==> src/rtl/pipe_pkg.sv <==
// Shared types and constants for the branch resolution slice.
package pipe_pkg;

    localparam int BR_PC_W      = 32;
    localparam int FALLTHRU_OFF = 4;

    typedef enum logic {
        RS_IDLE     = 1'b0,
        RS_REDIRECT = 1'b1
    } rs_state_t;

    // pc/target are carried at BR_PC_W; the top narrows or widens to PC_W.
    typedef struct packed {
        logic               branch;
        logic               pred;
        logic [BR_PC_W-1:0] pc;
        logic [BR_PC_W-1:0] target;
        logic               actual;
    } br_info_t;

endpackage

==> src/rtl/sat_counter.sv <==
// Up-counter that sticks at all-ones instead of wrapping.
module sat_counter #(
    parameter int CNT_W = 32
) (
    input  logic             clk,
    input  logic             rst,
    input  logic             inc,
    output logic [CNT_W-1:0] count
);

    always_ff @(posedge clk or negedge rst) begin
        if (!rst) begin
            count <= '0;
        end else if (inc && (count != {CNT_W{1'b1}})) begin
            count <= count + 1'b1;
        end
    end

endmodule

==> src/rtl/branch_resolve.sv <==
// Carries branch predictions through E/M, resolves in M, and drives the
// predictor update, pipeline flush and fetch redirect handshake.
module branch_resolve
    import pipe_pkg::*;
#(
    parameter int PC_W         = 32,
    parameter int CNT_W        = 32,
    parameter int FALLTHRU_OFF = pipe_pkg::FALLTHRU_OFF
) (
    input  logic             clk,
    input  logic             rst,
    input  logic             branchD,
    input  logic             pred_takeD,
    input  logic [PC_W-1:0]  pcD,
    input  logic [PC_W-1:0]  targetD,
    input  logic             stallE,
    input  logic             flushE,
    input  logic             stallM,
    input  logic             flushM,
    input  logic             actual_takeE,
    output logic             branchM,
    output logic             actual_takeM,
    output logic             errorM,
    output logic             flush_req,
    output logic             redirect_valid,
    output logic [PC_W-1:0]  redirect_pc,
    input  logic             redirect_ready,
    output logic [CNT_W-1:0] branch_cnt,
    output logic [CNT_W-1:0] mispred_cnt
);

    br_info_t  regE;
    br_info_t  regM;
    br_info_t  nextM;
    logic      firstM;
    logic      resolveM;
    logic      loadPc;
    logic [PC_W-1:0] correctPc;
    rs_state_t state;
    rs_state_t nextState;

    always_ff @(posedge clk or negedge rst) begin
        if (!rst) begin
            regE <= '0;
        end else if (flushE) begin
            regE <= '0;
        end else if (!stallE) begin
            regE.branch <= branchD;
            regE.pred   <= pred_takeD;
            regE.pc     <= BR_PC_W'(pcD);
            regE.target <= BR_PC_W'(targetD);
            regE.actual <= 1'b0;
        end
    end

    always_comb begin
        nextM        = regE;
        nextM.actual = actual_takeE;
    end

    // firstM drops after one stalled cycle so a held branch resolves once.
    always_ff @(posedge clk or negedge rst) begin
        if (!rst) begin
            regM   <= '0;
            firstM <= 1'b0;
        end else if (flushM) begin
            regM   <= '0;
            firstM <= 1'b1;
        end else if (!stallM) begin
            regM   <= nextM;
            firstM <= 1'b1;
        end else begin
            firstM <= 1'b0;
        end
    end

    assign branchM      = regM.branch;
    assign actual_takeM = regM.actual;
    assign resolveM     = regM.branch & firstM;
    assign errorM       = resolveM & (regM.pred != regM.actual);
    assign correctPc    = regM.actual ? PC_W'(regM.target)
                                      : PC_W'(regM.pc) + PC_W'(FALLTHRU_OFF);

    sat_counter #(.CNT_W(CNT_W)) uBranchCnt (
        .clk   (clk),
        .rst   (rst),
        .inc   (resolveM),
        .count (branch_cnt)
    );

    sat_counter #(.CNT_W(CNT_W)) uMispredCnt (
        .clk   (clk),
        .rst   (rst),
        .inc   (errorM),
        .count (mispred_cnt)
    );

    always_ff @(posedge clk or negedge rst) begin
        if (!rst) begin
            state       <= RS_IDLE;
            redirect_pc <= '0;
        end else begin
            state <= nextState;
            if (loadPc) begin
                redirect_pc <= correctPc;
            end
        end
    end

    // A fresh mispredict always wins over a pending or completing redirect.
    always_comb begin
        nextState = state;
        flush_req = 1'b0;
        loadPc    = 1'b0;
        case (state)
            RS_IDLE: begin
                if (errorM) begin
                    flush_req = 1'b1;
                    loadPc    = 1'b1;
                    nextState = RS_REDIRECT;
                end
            end
            RS_REDIRECT: begin
                if (errorM) begin
                    flush_req = 1'b1;
                    loadPc    = 1'b1;
                    nextState = RS_REDIRECT;
                end else if (redirect_ready) begin
                    nextState = RS_IDLE;
                end
            end
            default: nextState = RS_IDLE;
        endcase
    end

    assign redirect_valid = (state == RS_REDIRECT);

endmodule

==> config.mk <==
export PLATFORM = sky130hd
export DESIGN_NAME = branch_resolve
export DESIGN_NICKNAME = d
export VERILOG_FILES = /design/src/rtl/pipe_pkg.sv /design/src/rtl/sat_counter.sv /design/src/rtl/branch_resolve.sv
export SDC_FILE = /design/constraint.sdc
export NUM_CORES = 1
export LEC_CHECK = 0
export BUFFER_PORTS_ARGS = -buffer_cell sky130_fd_sc_hd__buf_4
export CAP_MARGIN = 20
export CORE_MARGIN = 2
export CORE_UTILIZATION = 55
export CTS_BUF_LIST = sky130_fd_sc_hd__clkbuf_16
export DETAILED_ROUTE_END_ITERATION = 6
export GPL_TIMING_DRIVEN = 0
export PLACE_DENSITY = 0.82
export SLEW_MARGIN = 20
export SYNTH_ARGS = -nofsm -noshare
export SYNTH_HDL_FRONTEND = slang
export SYNTH_SLANG_ARGS = --single-unit
==> constraint.sdc <==
create_clock -name clk -period 7.55 [get_ports clk]
set_clock_uncertainty 0.1 [all_clocks]
set_input_delay 0.3775 -clock clk [delete_from_list [all_inputs] [get_ports clk]]
set_output_delay 0.3775 -clock clk [all_outputs]
set_load 0.02 [all_outputs]
==> results.cfg <==
[status]
status = complete, no violations

[worst_hold_path]
min_to = nextM[48]
worstHoldStart = pcD[15]
min_path_cells = 3
min_path_type = in -> reg

[power]
leakage_nw = 6.397
peakVddDrop_uv = 158.1
p_per_area_nw_per_um2 = 207.6

[worst_setup_path]
timing.rr.end = uMispredCnt.count[1]
critPathMaxFanout = 11
required_ns = 7.07
crit_path_start_kind = register
regToRegSetupSlack_ns = 4.91
cpPeakStageDelay_ns = 0.51
r2r-start = uMispredCnt.count[0]
cp-end-kind = primary output
arrival_ns = 2.61
crit_slowest_cell = clkbuf_1
critical_path_class = reg -> out
path_cells = and2_1 > nand2_1 > inv_1 > clkbuf_1 > clkbuf_1 > buf_4 > buf_4
ff2ff_path_depth = 7

[clock_network]
clk_pin_slew_ns = 0.06
htreeDepth = 1
post_cts_buffers = 0
numClockSinks = 231
cts_tree = yes
cts.repair.resized = 0
clk_latency_ns = 0.52
numCtsBuffers = 25
hold_buffers = 6
clk_path_buf_depth = 3
cts_root_buffer = clkbuf_16

[grt]
grt_pass1_vias = 8202
grt_overflow = 0
grt_pass1_wl_mm = 42.09
grt_util_all_layers = 0.2592
antenna_found_initial = 0
grt_max_degree = 90

[timing]
grt_setup_unrepaired = no
min_period_over_period = 0.4086
relSlewSlack = 0.2311
hold_violations = 0
layout_min_cycle_time_ns = 3.085
hold-worst-slack_ns = 0.0007553
slew_viol_final = 0
fmax_ghz = 0.3242
worstMarginPinSlew_ns = 1.143
finalSetupViolCount = 0
tns_ns = 0
fin_ws_ns = 4.465

[synth]
ys_warn_count = 0
synthAdderAreaFrac = 0.003549
synth.distinct_cells = 43
synth_compound_area_frac = 0.03833
synth_seq_cells = 231
syn_inst = 995
synth_simple_gate_area_frac = 0.1881
synth_top_family_by_area = simple AND/OR/NAND/NOR gates
syn_avg_cell_area_um2 = 10.63
syn_area_um2 = 10580
ys_seq_area_frac = 0.5465
synth.area.mux_share = 0.1376
synth_fp_nets = 1072
synth-xor-area-share = 0.06127
synth_edf_count = 0
ys.flop_type = dfrtp_1
ys_async_sr_fraction = 1.000

[route]
ant_nets = 0
remaining_drc_errors = 0
wl_per_cell_um = 17.98
routed_via_density = 5.754
firstDrtPassIters = 5
wirelength_mm = 26.10
first_iter_violations = 553
vias = 8355

[cells_and_area]
fin_util = 0.6921
mostFrequentLayoutCells = 231 x dfrtp_1, 171 x buf_4, 166 x nor2_1
diodes = 0
nNetsFinal = 1277
drive_gt1_frac = 0.1790
layout_commonest_cell = dfrtp_1
area_growth_pct = 22.81

[floorplan]
start_util = 0.5636
die_w_um = 142.7
ios = 175
fp.dieH_um = 142.7
coreArea_um2 = 18770
die-area_um2 = 20360
rows = 50

[placed_design]
finalWeightedCongestion = 0.8728
pre_cts_slack_ns = 4.900
hpwl_mm = 18.89
port_buffers = 170

[run]
cap_violations = 0
registers in the layout, indices dropped and copies added (netlist names):
name	flops
uMispredCnt.count	32
redirect_valid	1
actual_takeM	1
regM	65
branchM	1
nextM	66
uBranchCnt.count	32
redirect_pc	32
firstM	1
per-layer routing:
layer / GRT usage / vias to the layer above / share of wire
met3: 0.04125 / 64 / 0.073
met4: 0.08286 / 0 / 0.027
met5: 0 / - / 0
met1: 0.3577 / 4071 / 0.42
met2: 0.4251 / 342 / 0.48
li1: - / 3878 / -
cell usage after synthesis (8+ instances only):
cell      number  area share
xor2_1        23       0.019
nand3_1       48       0.023
inv_1          9      0.0032
clkbuf_1      38       0.013
and4_1         8      0.0066
dfrtp_1      231        0.55
nor2_1       166       0.059
nor3_1        17      0.0080
nand2_1       68       0.024
and2_1         9      0.0053
xnor2_1       51       0.042
nor4_1        14      0.0083
nand4_1       37       0.022
mux2i_1      142        0.13
a21oi_1        8      0.0038
buf_1         13      0.0046
and3_1        19       0.011
o21ai_0       31       0.015
cell type report:
class                   instances  area [um2]
multi-input cells             699        4542
clock buffers                  25       625.6
repair buffers                178        1399
plain buffers                  56       227.7
flip-flops and latches        231        5781
inverters                       9       33.78
fillers                      1401        5778
well taps                     234       292.8
clock inverters                20       88.84
through the flow:
stage / instance area [um2] / std cells / total power [mW]
2_1_floorplan: 10580 / 995 / 1.498
3_3_place_gp: 12150 / 1399 / 1.628
3_5_place_dp: 12210 / 1401 / 1.643
4_1_cts: 12980 / 1452 / 2.712
5_1_grt: 12990 / 1452 / 2.797
6_report: 12990 / 1452 / 2.697
worst max-delay path: cells and delay by family, from the launching register on:
family,cells,cell delay (ns)
buffers and inverters,5,1.34
flip-flops,1,0.43
AND/OR/NAND/NOR,2,0.32
cells by family after synthesis:
kind of cell             count (synthesis)
buffers and inverters                   65
XOR/XNOR                                74
AND/OR/NAND/NOR                        412
flip-flops                             231
multiplexers                           145
adder cells (fa/ha/maj)                  3
AO/OA/AOI/OAI                           65
worst max-delay path by stage:
stage | from | endpoint
2_1_floorplan | uMispredCnt.count[0] | uMispredCnt.count[1]
3_5_place_dp | regM[35] | redirect_pc[20]
3_3_place_gp | rst | uBranchCnt.count[16]
4_1_cts | branchM | flush_req
6_report | branchM | flush_req
5_1_grt | branchM | flush_req
report_power, final:
part / internal [mW] / switching [mW] / total (mW)
sequential: 1.29 / 0.0524 / 1.35
combinational: 0.121 / 0.155 / 0.276
clock: 0.598 / 0.476 / 1.07
total: 2.01 / 0.683 / 2.70
(Power assumes the default switching activity.)
